$ cat config.mk
export PLATFORM = sky130hd
export DESIGN_NAME = stream_byte_downsizer
export DESIGN_NICKNAME = d
export VERILOG_FILES = /design/src/rtl/stream_pkg.sv /design/src/rtl/stream_byte_downsizer_lsb_onehot_sel.sv /design/src/rtl/stream_byte_downsizer.sv
export SDC_FILE = /design/constraint.sdc
export NUM_CORES = 1
export LEC_CHECK = 0
export ABC_AREA = 1
export BUFFER_PORTS_ARGS = -buffer_cell sky130_fd_sc_hd__buf_2
export CORE_MARGIN = 4
export CORE_UTILIZATION = 41
export CTS_CLUSTER_SIZE = 30
export DETAILED_ROUTE_END_ITERATION = 16
export PLACE_DENSITY = 0.68
export SLEW_MARGIN = 20
export SYNTH_ARGS = -nofsm -noshare
export SYNTH_HDL_FRONTEND = slang
export SYNTH_SLANG_ARGS = --single-unit
export TNS_END_PERCENT = 30
$ cat constraint.sdc
create_clock -name i_hclk -period 4.3 [get_ports i_hclk]
set_input_delay 0.86 -clock i_hclk [delete_from_list [all_inputs] [get_ports i_hclk]]
set_output_delay 0.86 -clock i_hclk [all_outputs]
set_load 0.03 [all_outputs]
$ cat src/rtl/stream_pkg.sv
// Shared widths and mask helpers for the byte-stream blocks.
// Helpers work on a fixed maximum mask width; callers cast in and out.
package stream_pkg;
  localparam int PAYLOAD_WIDTH_DEF = 32;
  localparam int DATA_BYTE_WD_DEF  = PAYLOAD_WIDTH_DEF / 8;
  localparam int MAX_BYTES         = 64;
  localparam int MAX_IDX_W         = $clog2(MAX_BYTES);

  function automatic logic [MAX_BYTES-1:0] lsb_onehot(input logic [MAX_BYTES-1:0] m);
    return m & (~m + MAX_BYTES'(1));
  endfunction

  function automatic logic [MAX_IDX_W-1:0] lsb_index(input logic [MAX_BYTES-1:0] m);
    logic [MAX_IDX_W-1:0] idx;
    idx = '0;
    for (int i = MAX_BYTES - 1; i >= 0; i--)
      if (m[i]) idx = MAX_IDX_W'(i);
    return idx;
  endfunction

  function automatic logic is_onehot(input logic [MAX_BYTES-1:0] m);
    return (m != '0) && ((m & (m - MAX_BYTES'(1))) == '0);
  endfunction
endpackage

$ cat src/rtl/stream_byte_downsizer_lsb_onehot_sel.sv
// Lowest-set-bit selector: one-hot, index and "exactly one bit left" flag.
module lsb_onehot_sel
  import stream_pkg::*;
#(
  parameter int DATA_BYTE_WD = DATA_BYTE_WD_DEF,
  parameter int IW           = (DATA_BYTE_WD > 1) ? $clog2(DATA_BYTE_WD) : 1
) (
  input  logic [DATA_BYTE_WD-1:0] i_mask,
  output logic [DATA_BYTE_WD-1:0] o_onehot,
  output logic [IW-1:0]           o_index,
  output logic                    o_single
);
  assign o_onehot = DATA_BYTE_WD'(lsb_onehot(MAX_BYTES'(i_mask)));
  assign o_index  = IW'(lsb_index(MAX_BYTES'(i_mask)));
  assign o_single = is_onehot(MAX_BYTES'(i_mask));
endmodule

$ cat src/rtl/stream_byte_downsizer.sv
// Splits a wide beat with a sparse keep mask into one output byte per cycle,
// lowest kept byte first, with no bubble between consecutive beats.
module stream_byte_downsizer
  import stream_pkg::*;
#(
  parameter int payload_width = PAYLOAD_WIDTH_DEF,
  parameter int DATA_BYTE_WD  = payload_width / 8
) (
  input  logic                     i_hclk,
  input  logic                     i_hrst,
  input  logic                     i_source_valid,
  input  logic [payload_width-1:0] i_source_payload,
  input  logic [DATA_BYTE_WD-1:0]  i_source_keepin,
  input  logic                     i_source_last,
  output logic                     o_source_ready,
  output logic                     o_dest_valid,
  output logic [7:0]               o_dest_payload,
  output logic                     o_dest_last,
  input  logic                     i_dest_ready,
  output logic                     o_null_last
);
  localparam int IW = (DATA_BYTE_WD > 1) ? $clog2(DATA_BYTE_WD) : 1;

  logic                     r_full_q, r_full_d;
  logic [DATA_BYTE_WD-1:0]  rem_q, rem_d;
  logic [payload_width-1:0] data_q, data_d;
  logic                     last_q, last_d;
  logic                     null_last_q, null_last_d;

  logic [DATA_BYTE_WD-1:0]  sel_oh;
  logic [IW-1:0]            sel_idx;
  logic                     sel_single;
  logic                     in_xfer, out_xfer, keep_any;

  lsb_onehot_sel #(.DATA_BYTE_WD(DATA_BYTE_WD), .IW(IW)) u_sel (
    .i_mask  (rem_q),
    .o_onehot(sel_oh),
    .o_index (sel_idx),
    .o_single(sel_single)
  );

  // Ready only looks at held state and downstream ready, never at source valid.
  assign o_source_ready = ~r_full_q | (i_dest_ready & sel_single);
  assign in_xfer        = i_source_valid & o_source_ready;
  assign out_xfer       = r_full_q & i_dest_ready;
  assign keep_any       = |i_source_keepin;

  assign o_dest_valid   = r_full_q;
  assign o_dest_payload = r_full_q ? data_q[{sel_idx, 3'b000} +: 8] : 8'h00;
  assign o_dest_last    = last_q & sel_single;
  assign o_null_last    = null_last_q;

  always_comb begin
    r_full_d    = r_full_q;
    rem_d       = rem_q;
    data_d      = data_q;
    last_d      = last_q;
    null_last_d = in_xfer & ~keep_any & i_source_last;
    if (in_xfer && keep_any) begin
      r_full_d = 1'b1;
      rem_d    = i_source_keepin;
      data_d   = i_source_payload;
      last_d   = i_source_last;
    end else if (out_xfer) begin
      rem_d = rem_q & ~sel_oh;
      if (sel_single) r_full_d = 1'b0;
    end
  end

  always_ff @(posedge i_hclk or posedge i_hrst) begin
    if (i_hrst) begin
      r_full_q    <= 1'b0;
      rem_q       <= '0;
      data_q      <= '0;
      last_q      <= 1'b0;
      null_last_q <= 1'b0;
    end else begin
      r_full_q    <= r_full_d;
      rem_q       <= rem_d;
      data_q      <= data_d;
      last_q      <= last_d;
      null_last_q <= null_last_d;
    end
  end
endmodule

======== After elaboration in Yosys (flattened, before gate mapping) ========
Cells that the tools add are included.
cells by class
  add/sub/neg operators ................... 2
  shift-type cells ........................ 1
  mux-type cells .......................... 10
  bitwise logic cells ..................... 14
  reductions and logical operators ........ 8
operators by type and width
  cell                 number
  $and 4x64->64        1
  $logic_not 64->1     1
  $shiftx 32x6->8      1
  $and 4x4->4          2
  $mux 2               4
  $mux 4               2
  $mux 8               1
  $not 4->4            2
  $and 1x1->1          6
  $sub 4x1->5 const B  1
  $add 4x1->4 const B  1
  $reduce_bool 2->1    2
  $reduce_bool 4->1    1
  $reduce_or 4->1      1
  $mux 1               3
  $logic_and 1x1->1    2
  $not 1->1            2
  $reduce_and 2->1     1
  $or 1x1->1           1
word-level totals
  register bits ........................... 39
  bits of input ports ..................... 41
  output and inout port bits .............. 12
  word-level logic and storage cells ...... 40

======== Depth between registers and ports, before layout ========
  word-level depth ........................ 10
  depth in mapped cells ................... 11
  gate-level depth less buffers ........... 10

======== Cells and area by module ========
From an unflattened synthesis, not the netlist that was laid out.
unflattened totals
  cells, all modules ...................... 305
  area total of the unflattened synthesis .. 2169.6 sq um
modules (own cells, without submodules)
  module                 times used  cells each  area an instance (sq um)  seq. area each (sq um)
  stream_byte_downsizer  1           285         2074.5                    975.9
  lsb_onehot_sel         1           20          95.1                      0.0

======== Worst setup path after synthesis ========
OpenSTA, ideal clock, no wires.
  kind .................................... reg-to-output
  start ................................... reg rem_q[1]
  end ..................................... out o_dest_payload[5]
  data arrival time ....................... 1.626 ns
  data required time ...................... 3.440 ns
  path slack .............................. 1.814 ns
  stages on the path, launching flop included .. 9
  buffers on the path ..................... 1
  path through ............................ dfrtp_1 > o21bai_1 > nand2_1 > inv_2 > buf_6 > nor2_1 > nor2_1 > o21ai_0 > a21oi_1
between the ends
  cells in the longest elaborated chain, start to end .. 4
RTL lines
  what                      RTL line                     source
  start: declaration        stream_byte_downsizer.sv:25  logic [DATA_BYTE_WD-1:0] rem_q, rem_d;
  start signal: assignment  stream_byte_downsizer.sv:79  rem_q <= rem_d;
  $mux 2 (2 in a row)       stream_pkg.sv:17             if (m[i]) idx = MAX_IDX_W'(i);
  $shiftx 32x6->8           stream_byte_downsizer.sv:49  assign o_dest_payload = r_full_q ? data_q[{sel_idx, 3'b000} +: 8] : 8'h00;
  $mux 8                    stream_byte_downsizer.sv:49
  end: declaration          stream_byte_downsizer.sv:17  output logic [7:0] o_dest_payload,
No other way between the ends.

======== Final worst setup path ========
  start ................................... reg rem_q[1]
  end ..................................... out o_dest_payload[7]
The elaborated chain is that of the path after synthesis.

==> results.sh <==
export IMPL_ys_seq_area_frac=0.504
export IMPL_whs_ns=0.486
export IMPL_grt_pass1_vias=1703
export IMPL_p_leak_uw=0.00131
export IMPL_synth_flop_cell="dfrtp_1"
export IMPL_clockRootBuffer="clkbuf_8"
export IMPL_rsz0062_at_grt="no"
export IMPL_dr_pass1_iters=4
export IMPL_synthArstFlopShare=1.00
export IMPL_num_rows=24
export IMPL_cp_end_kind="output pin"
export IMPL_yosysWarnings=0
export IMPL_timing_final_crit_share=0.719
export IMPL_htreeDepth=2
export IMPL_grt_start_max_net_pins=43
export IMPL_n_antenna_cell=0
export IMPL_vias=1732
export IMPL_synth_cells=258
export IMPL_synth_top_area_share=0.504
export IMPL_startpoint_type="flip-flop"
export IMPL_cts_hold_buffers=0
export IMPL_numPortBuffers=52
export IMPL_hold_viol=0
export IMPL_clockBufferDepth=2
export IMPL_setup_violations=0
export IMPL_grt_overflow_total=0
export IMPL_dieWidth_microns=76.7
export IMPL_critPathMaxFanout=17
export IMPL_synth_area_sq_um=1940
export IMPL_layout_commonest_cell="nand2_1"
export IMPL_cp_data_arrival_time_ns=2.23
export IMPL_ant_nets=0
export IMPL_dpl_hpwl_microns=3280
export IMPL_syn_nets=299
export IMPL_track_usage=0.162
export IMPL_synth_edff_count=0
export IMPL_drc=0
export IMPL_finalClockSkew_ns=0.0108
export IMPL_post_synth_num_cell_types=20
export IMPL_core_area_sq_um=4470
export IMPL_nFillCells=451
export IMPL_cts_resized=0
export IMPL_die_y_microns=76.7
export IMPL_wl_per_cell_microns=12.7
export IMPL_avgViaCountPerCell=4.78
export IMPL_power_uw=2020
export IMPL_yosys_top_cells_area="dfrtp_1, nand2_1, nor2_1, o21ai_0, nand3_1"
export IMPL_outcome="finished clean"
export IMPL_syn_avg_cell_area_sq_um=7.50
export IMPL_min_period_ns=3.09
export IMPL_start_util=0.433
export IMPL_cts_sinks=39
export IMPL_fmax_mhz=323
export IMPL_worstSkewPairLatency_ns=0.29
export IMPL_tns_ns=0
export IMPL_relSlewSlack=0.671
export IMPL_cts_buffers=5
export IMPL_antenna_found_initial=0
export IMPL_worstSetupPathType="reg -> out"
export IMPL_hp_class="reg -> reg"
export IMPL_max_vdd_ir_drop_mv=0.427
export IMPL_num_io_pins=53
export IMPL_mostFrequentLayoutCells="nand2_1, buf_2, dfrtp_1"
export IMPL_grt_pass1_wl_microns=7860
export IMPL_cp_required_ns=3.44
export IMPL_clk_pin_slew_worst_paths_ns=0.09
export IMPL_cts_tree="done"
export IMPL_nNetsFinal=350
export IMPL_drv_cap=0
export IMPL_wl_microns=4600
export IMPL_drv_slew=0
export IMPL_die_area_sq_um=5880
export IMPL_postCtsSetupRepairBufs=0
export IMPL_drt_initial_drc_count=107
export IMPL_gp_congestion=0.783
export IMPL_worst_pin_slew_ns=0.493
export IMPL_area_growth_syn_to_layout_pct=19.6
export IMPL_ys_seq_elements=39
export IMPL_synth_top_cell_by_area="dfrtp_1"
export IMPL_drive_gt1_frac=0.223
export IMPL_power_density_nw_per_um2=871
==> final timing paths <==
check | depth (start not counted) | end | startpoint | slack (ns)
min in group asynchronous | 3 | rem_q[1] | i_hrst | 0.68
worst max register to register | 9 | data_q[31] | rem_q[1] | 2.08
worst max-delay path | 8 | o_dest_payload[7] | rem_q[1] | 1.21
worst min register to register | 2 | data_q[25] | data_q[25] | 0.49
max in group asynchronous | 3 | data_q[0] | i_hrst | 3.28
worst min-delay path | 2 | data_q[25] | data_q[25] | 0.49
==> state kept, by name, summed over array words and instances (netlist names) <==
name,flops
data_q,32
rem_q,4
last_q,1
o_dest_valid,1
o_null_last,1
==> power breakdown <==
group	total, uW	switching [uW]	internal [uW]
combinational	1040	724	318
clock	309	135	175
sequential	664	125	539
total	2020	984	1030
==> cells in the mapped netlist (2+ instances only) <==
cell / n
o21ai_0: 17
a21oi_1: 8
dfrtp_1: 39
nand2_1: 115
nand3_1: 10
buf_6: 4
nand2_4: 2
nand4_1: 2
buf_2: 4
inv_1: 12
nor2_1: 36
==> layer usage <==
| layer | vias to the layer above | track usage | part of all wire |
|---|---|---|---|
| li1 | 904 | - | - |
| met1 | 784 | 0.228 | 0.47 |
| met2 | 42 | 0.244 | 0.46 |
| met3 | 2 | 0.0480 | 0.055 |
| met4 | 0 | 0.0417 | 0.0081 |
| met5 | - | 0 | 0 |
==> through the flow <==
stage	instance area, sq um	std cells	utilization	setup WS (ns)
after floorplan	1940	258	-	1.81
after global placement	2200	354	0.492	1.63
after detailed placement	2200	354	0.492	1.55
after CTS	2310	362	0.517	1.21
after global routing	2310	362	0.517	0.918
final	2310	362	0.517	1.21
==> kinds of logic after synthesis <==
family / Yosys count / share of synthesized area
DFF: 39 / 0.504
AOI/OAI and AO/OA: 27 / 0.0711
buffers and inverters: 23 / 0.0633
and+or+nand+nor: 169 / 0.361
==> area by class of cell <==
class                           count  area [sq um]  area share
Timing Repair Buffer               53           268       0.116
Inverter                           14          53.8      0.0232
Sequential cell                    39           976       0.422
Multi-Input combinational cell    196           837       0.362
Clock inverter                      3          46.3      0.0200
Clock buffer                        5          68.8      0.0297
Tap cell                           52          65.1      0.0281
==> critical path, cell delays in order (launching register included) <==
cell and delay (ns):
dfrtp_1 0.48, o21bai_1 0.15, nand2_1 0.29, inv_2 0.33, nor2_1 0.07, nor2_1 0.10
o21ai_0 0.10, a21oi_1 0.20, buf_2 0.23
No activity file was read; power rests on OpenSTA's default activity.
